==> src/rtl/inst_fetch_buf_pkg.sv <==
// Shared types for the hxd32 instruction fetch buffer: FSM state and queued entry layout.
package inst_fetch_buf_pkg;

    localparam int unsigned IFB_XLEN = 32;

    typedef enum logic [0:0] {
        IFB_IDLE = 1'b0,
        IFB_REQ  = 1'b1
    } ifb_state_e;

    typedef struct packed {
        logic [IFB_XLEN-1:0] pc;
        logic [IFB_XLEN-1:0] inst;
    } ifb_entry_t;

endpackage

==> src/rtl/inst_fetch_buf_sync_fifo.sv <==
// Synchronous FIFO with registered storage, clear, and full/empty/count status.
// DEPTH must be a power of two so the pointers wrap naturally.
module inst_fetch_buf_sync_fifo #(
    parameter int unsigned WIDTH = 64,
    parameter int unsigned DEPTH = 4
) (
    input  logic                   clk_i,
    input  logic                   rst_i,
    input  logic                   clr_i,
    input  logic                   push_i,
    input  logic [WIDTH-1:0]       push_data_i,
    input  logic                   pop_i,
    output logic [WIDTH-1:0]       pop_data_o,
    output logic                   full_o,
    output logic                   empty_o,
    output logic [$clog2(DEPTH):0] count_o
);
    localparam int unsigned AW = $clog2(DEPTH);
    localparam int unsigned CW = AW + 1;

    logic [WIDTH-1:0] mem_q [DEPTH];
    logic [AW-1:0]    wr_ptr_q;
    logic [AW-1:0]    rd_ptr_q;
    logic [CW-1:0]    count_q;
    logic             do_push;
    logic             do_pop;

    // A push into a full FIFO is only accepted when a pop frees a slot the same cycle.
    assign do_pop  = pop_i && (count_q != '0);
    assign do_push = push_i && ((count_q != CW'(DEPTH)) || do_pop);

    always_ff @(posedge clk_i) begin
        if (rst_i) begin
            mem_q    <= '{default: '0};
            wr_ptr_q <= '0;
            rd_ptr_q <= '0;
            count_q  <= '0;
        end else if (clr_i) begin
            wr_ptr_q <= '0;
            rd_ptr_q <= '0;
            count_q  <= '0;
        end else begin
            if (do_push) begin
                mem_q[wr_ptr_q] <= push_data_i;
                wr_ptr_q        <= wr_ptr_q + AW'(1);
            end
            if (do_pop) begin
                rd_ptr_q <= rd_ptr_q + AW'(1);
            end
            count_q <= count_q + CW'(do_push) - CW'(do_pop);
        end
    end

    assign pop_data_o = mem_q[rd_ptr_q];
    assign full_o     = (count_q == CW'(DEPTH));
    assign empty_o    = (count_q == '0);
    assign count_o    = count_q;

endmodule

==> src/rtl/inst_fetch_buf.sv <==
// Instruction fetch buffer: issues imem requests, tracks in-flight PCs, queues words for decode.
// Optional IFB_BYPASS_EN: forward a response straight to decode when the queue is empty.
module inst_fetch_buf
    import inst_fetch_buf_pkg::*;
#(
    parameter int unsigned XLEN  = 32,
    parameter int unsigned DEPTH = 4
) (
    input  logic            clk_i,
    input  logic            rst_i,
    input  logic [XLEN-1:0] pc_data_i,
    output logic            fetch_ack_o,
    input  logic            flush_i,
    output logic            imem_req_o,
    output logic [XLEN-1:0] imem_addr_o,
    input  logic            imem_gnt_i,
    input  logic            imem_rvalid_i,
    input  logic [XLEN-1:0] imem_rdata_i,
    output logic            inst_valid_o,
    output logic [XLEN-1:0] inst_data_o,
    output logic [XLEN-1:0] inst_pc_o,
    input  logic            inst_ready_i
);
    localparam int unsigned CW = $clog2(DEPTH) + 1;
    localparam int unsigned SW = CW + 1;

    ifb_state_e      state_q;
    logic [XLEN-1:0] addr_q;
    logic            stale_q;
    logic [CW-1:0]   discard_q;

    logic [CW-1:0]   infl_cnt;
    logic [CW-1:0]   inst_cnt;
    logic [XLEN-1:0] infl_pc;
    logic            infl_empty;
    logic            infl_full;
    logic            inst_empty;
    logic            inst_full;
    ifb_entry_t      inst_head;
    ifb_entry_t      inst_new;

    logic            grant;
    logic            rsp;
    logic            rsp_live;
    logic            inst_push;
    logic            inst_pop;
    logic [SW-1:0]   used;
    logic            has_credit;
    logic            credit_after;
    logic [XLEN-1:0] next_pc;

    assign grant        = (state_q == IFB_REQ) && imem_gnt_i;
    assign rsp          = imem_rvalid_i && !infl_empty;
    assign rsp_live     = rsp && (discard_q == '0) && !flush_i;
    assign used         = SW'(infl_cnt) + SW'(inst_cnt);
    assign has_credit   = used < SW'(DEPTH);
    assign credit_after = (used + SW'(1)) < SW'(DEPTH);

    assign fetch_ack_o  = grant && !stale_q && !flush_i;
    assign imem_req_o   = (state_q == IFB_REQ);
    assign imem_addr_o  = addr_q;

    // Control writes PC+4 on ack, so the address for a back-to-back request is known now.
    assign next_pc = fetch_ack_o ? pc_data_i + XLEN'(4) : pc_data_i;

    assign inst_new = '{pc: infl_pc, inst: imem_rdata_i};

    always_comb begin
        inst_push    = rsp_live;
        inst_pop     = !inst_empty && inst_ready_i;
        inst_valid_o = !inst_empty;
        inst_data_o  = inst_head.inst;
        inst_pc_o    = inst_head.pc;
`ifdef IFB_BYPASS_EN
        if (inst_empty && rsp_live) begin
            inst_valid_o = 1'b1;
            inst_data_o  = imem_rdata_i;
            inst_pc_o    = infl_pc;
            inst_push    = !inst_ready_i;
        end
`endif
    end

    // Request FSM plus discard bookkeeping for words made stale by a redirect.
    always_ff @(posedge clk_i) begin
        if (rst_i) begin
            state_q   <= IFB_IDLE;
            addr_q    <= '0;
            stale_q   <= 1'b0;
            discard_q <= '0;
        end else begin
            unique case (state_q)
                IFB_IDLE: begin
                    if (has_credit && !flush_i) begin
                        state_q <= IFB_REQ;
                        addr_q  <= {pc_data_i[XLEN-1:2], 2'b00};
                        stale_q <= 1'b0;
                    end
                end
                IFB_REQ: begin
                    if (imem_gnt_i) begin
                        stale_q <= 1'b0;
                        if (credit_after && !flush_i) begin
                            addr_q <= {next_pc[XLEN-1:2], 2'b00};
                        end else begin
                            state_q <= IFB_IDLE;
                        end
                    end else if (flush_i) begin
                        stale_q <= 1'b1;
                    end
                end
                default: state_q <= IFB_IDLE;
            endcase

            if (flush_i) begin
                discard_q <= infl_cnt - CW'(rsp) + CW'(state_q == IFB_REQ);
            end else if (rsp && (discard_q != '0)) begin
                discard_q <= discard_q - CW'(1);
            end
        end
    end

    inst_fetch_buf_sync_fifo #(
        .WIDTH (XLEN),
        .DEPTH (DEPTH)
    ) u_infl_fifo (
        .clk_i       (clk_i),
        .rst_i       (rst_i),
        .clr_i       (1'b0),
        .push_i      (grant),
        .push_data_i (addr_q),
        .pop_i       (rsp),
        .pop_data_o  (infl_pc),
        .full_o      (infl_full),
        .empty_o     (infl_empty),
        .count_o     (infl_cnt)
    );

    inst_fetch_buf_sync_fifo #(
        .WIDTH ($bits(ifb_entry_t)),
        .DEPTH (DEPTH)
    ) u_inst_fifo (
        .clk_i       (clk_i),
        .rst_i       (rst_i),
        .clr_i       (flush_i),
        .push_i      (inst_push),
        .push_data_i (inst_new),
        .pop_i       (inst_pop),
        .pop_data_o  (inst_head),
        .full_o      (inst_full),
        .empty_o     (inst_empty),
        .count_o     (inst_cnt)
    );

    a_rvalid_needs_inflight: assert property (@(posedge clk_i) disable iff (rst_i)
        imem_rvalid_i |-> !infl_empty);
    a_infl_no_overflow: assert property (@(posedge clk_i) disable iff (rst_i)
        grant |-> (!infl_full || rsp));
    a_inst_no_overflow: assert property (@(posedge clk_i) disable iff (rst_i)
        inst_push |-> (!inst_full || inst_pop));

endmodule
==> config.mk <==
export PLATFORM = sky130hd
export DESIGN_NAME = inst_fetch_buf
export DESIGN_NICKNAME = d
export VERILOG_FILES = /design/src/rtl/inst_fetch_buf_pkg.sv /design/src/rtl/inst_fetch_buf_sync_fifo.sv /design/src/rtl/inst_fetch_buf.sv
export SDC_FILE = /design/constraint.sdc
export NUM_CORES = 1
export LEC_CHECK = 0
export ABC_AREA = 1
export BUFFER_PORTS_ARGS = -buffer_cell sky130_fd_sc_hd__buf_2
export CORE_MARGIN = 2
export CORE_UTILIZATION = 55
export DETAILED_ROUTE_END_ITERATION = 16
export HOLD_SLACK_MARGIN = 0.02
export PLACE_DENSITY = 0.74
export SLEW_MARGIN = 25
export SYNTH_ARGS = -nofsm -noshare
export SYNTH_HDL_FRONTEND = slang
export SYNTH_SLANG_ARGS = --single-unit
==> constraint.sdc <==
create_clock -name clk_i -period 2.7 [get_ports clk_i]
set_input_delay 0.54 -clock clk_i [delete_from_list [all_inputs] [get_ports clk_i]]
set_output_delay 0.54 -clock clk_i [all_outputs]
set_load 0.005 [all_outputs]
==> flow_summary.json <==
{
  "status": "completed",
  "die_w_um": 195.2,
  "synth_async_sr_flop_share_pct": 0,
  "slew_viol_final": 0,
  "synth_edf_count": 0,
  "hold_path_end": "u_inst_fifo.mem_q[209]",
  "overflow": 0,
  "drv_cap": 0,
  "cts_htree_levels": 2,
  "critPathKind": "flip-flop to output pin",
  "antenna_found_initial": 0,
  "drtIter0Drc": 1531,
  "synth_area_leaders": "dfxtp_1, nand2_1, nor2_1",
  "cts.clk_slew.worst_paths_ps": 60,
  "slowest_stage": "dfxtp_2",
  "fin_crit_sh_pct": 93.66,
  "reg2reg_to": "discard_q[1]",
  "die_area_sq_um": 38110,
  "viasPerCell": 5.238,
  "post_cts_buffers": 0,
  "synth_cell_types": 32,
  "finalHoldViolCount": 0,
  "place.gp.congestion": 0.9001,
  "p_per_area_nw_per_um2": 743.8,
  "switching_share_pct": 31.84,
  "finClkSkew_ps": 24.08,
  "pin_count": 169,
  "post_route_cells_drive_above_1_share_pct": 9.746,
  "start_kind": "flip-flop",
  "ff2ff_setup_slack_ps": 350,
  "worst_slew_pin_slew_ps": 669.3,
  "grt_pass1_wl_um": 88670,
  "cts_tree": "built",
  "yosys.area.top_type_share_pct": 41.51,
  "core_area_sq_um": 36350,
  "switchingPower_uw": 5444,
  "hold_depth": 3,
  "start_util_pct": 55.33,
  "drc": 0,
  "rsz0062_at_grt": "no",
  "ys_ff_latch": 417,
  "end_kind": "output pin",
  "p_comb_share_pct": 22.1,
  "holdCritPathClass": "input port to flip-flop",
  "power.internal_uw": 11660,
  "min_period_ps": 2529,
  "min-delay-start": "imem_rdata_i[17]",
  "clkPwrFrac_pct": 36.6,
  "setup_violations": 0,
  "post_synth.cell_area_avg_sq_um": 6.362,
  "syn_inst": 3161,
  "slew-limit-headroom_pct": 55.38,
  "clk-insertion-delay-late_ps": 550,
  "rows": 70,
  "arrival_ps": 1990,
  "worstPathRequired_ps": 2160,
  "yosysTopAreaCell": "dfxtp_1",
  "nNetsFinal": 3322,
  "root_buffer": "clkbuf_16",
  "grt_start_max_net_pins": 124,
  "cts_resized": 0,
  "reg2reg_depth": 10,
  "yosys_most_used_dff": "dfxtp_1",
  "r2r_start": "u_infl_fifo.count_o[1]",
  "yosys_warnings": 0,
  "synth_seq_area_share_pct": 41.51,
  "seqPwrFrac_pct": 41.2,
  "fillCellCount": 3268,
  "hold_buffers": 0,
  "vias": 19550,
  "ys_top_cells_by_count": "nand2_1, nor2_1, dfxtp_1, inv_1, a21oi_1",
  "stdcell_count": 3732,
  "cts_inserted_buffers": 45,
  "setup_tns_ps": 0,
  "totalPowerFinal_uw": 17100,
  "utilization_pct": 63.25,
  "dp_hpwl_um": 33450,
  "path_cells": "inv_4 -> buf_4 -> o21ai_0 -> a21oi_1 -> a21oi_1 -> buf_2",
  "avgRoutedWirePerCell_um": 14.40,
  "p_leak_uw": 0.01138,
  "register_area_sq_um": 8349,
  "areaGrowthSynthToFinish_pct": 14.32,
  "path_max_fanout": 25,
  "cts_sinks": 417,
  "slowest_delay_ps": 340,
  "io_buffers": 162,
  "synth_most_common_cell": "nand2_1",
  "ant_nets": 0,
  "drt_wl_total_um": 53740,
  "vdd_drop_max_v": 0.0006753,
  "dp.cells": 3649,
  "synth_area_sq_um": 20110,
  "drtPass1Iterations": 6,
  "multi_input_area_sq_um": 9707,
  "clock_path_buffers": 3,
  "max_freq_mhz": 395.4,
  "grt_usage_pct": 27.73,
  "die_height_um": 195.2,
  "crit_top_cell": "a21oi_1",
  "grt_pass1_vias": 18144
}
==> cell families after synthesis <==
group	Yosys count	synth area share [%]
other	1	0.01865
adders and majority gates	24	1.643
buffers and inverters	537	10.42
and+or+nand+nor	1667	32.90
DFF	417	41.51
xor gates and xnor gates	14	0.6098
AOI/OAI and AO/OA	501	12.90
==> how the worst max path moves through the flow <==
stage,from,to,slack [ps]
finish,u_inst_fifo.rd_ptr_q[0],inst_pc_o[14],170
global route,u_inst_fifo.rd_ptr_q[0],inst_data_o[27],40
detailed placement,imem_rvalid_i,discard_q[1],340
CTS,u_inst_fifo.rd_ptr_q[0],inst_pc_o[14],150
global placement,imem_rvalid_i,discard_q[1],420
floorplan,imem_rvalid_i,u_inst_fifo.count_o[2],380
==> per-stage QoR <==
| stage | hold WS, ps | instance area (sq um) | setup WS [ps] |
|---|---|---|---|
| global route | 284.1 | 22990 | 41.27 |
| floorplan | 424.5 | 20120 | 379.5 |
| CTS | 256.5 | 22990 | 149.1 |
| global placement | 437.9 | 21460 | 421.7 |
| finish | 274.9 | 22990 | 171.1 |
| detailed placement | 441.4 | 21460 | 342.7 |
==> worst max-delay path, delay by kind of cell (launching register included) <==
kind / cells / cell delay, ps
AOI/OAI and AO/OA: 3 / 380
buffers and inverters: 3 / 700
DFF: 1 / 340
==> power by group through the flow <==
stage | logic (uW) | clock network (uW) | registers, uW
after floorplan | 2420 | 0 | 6990
after global placement | 3640 | 0 | 7150
after detailed placement | 3750 | 0 | 7170
after CTS | 3790 | 6360 | 7040
after global routing | 4260 | 6600 | 7090
final | 3780 | 6260 | 7050
==> flip-flops by register name, indices dropped and copies added (netlist names), 3 cells and up <==
| name | flops |
|---|---|
| discard_q | 3 |
| u_inst_fifo.count_o | 3 |
| u_infl_fifo.count_o | 3 |
| imem_addr_o | 30 |
| u_inst_fifo.mem_q | 248 |
| u_infl_fifo.mem_q | 120 |
==> layout make-up <==
type / count / share of cell area [%]
Antenna cell: 1 / 0.01088
Multi-Input combinational cell: 2210 / 42.22
Sequential cell: 417 / 36.32
Clock buffer: 70 / 6.145
Timing Repair Buffer: 224 / 6.814
Inverter: 330 / 5.437
Clock inverter: 12 / 0.5062
Tap cell: 468 / 2.547
==> per-layer routing <==
layer / global-route usage [%] / routed length [um]
met5: 0 / 0
met2: 49.30 / 26120
met4: 8.312 / 1392
met1: 35.16 / 23010
met3: 3.454 / 3221
==> cell usage in the layout, fill, tap and decap left out, types with 2 or more instances in the layout <==
cell	Yosys	layout
dfxtp_1	417	416
conb_1	1	4
bufinv_16	0	2
o21ai_0	140	140
xnor2_1	5	5
buf_2	49	161
nand2_1	830	830
o22ai_1	29	29
inv_1	325	324
buf_4	5	40
nand3_1	149	149
inv_2	4	3
nor2_4	2	2
clkbuf_8	0	15
clkinv_2	0	9
nand3_4	0	4
nor2_1	650	650
ha_1	20	20
nand4_1	4	4
clkbuf_1	148	8
fa_1	4	4
clkbuf_16	0	47
buf_12	0	23
xor2_1	9	9
a21oi_1	321	321
nor3_1	2	2
o21bai_1	9	9
nand3b_1	20	20
Power figures use the tool's default switching activity.
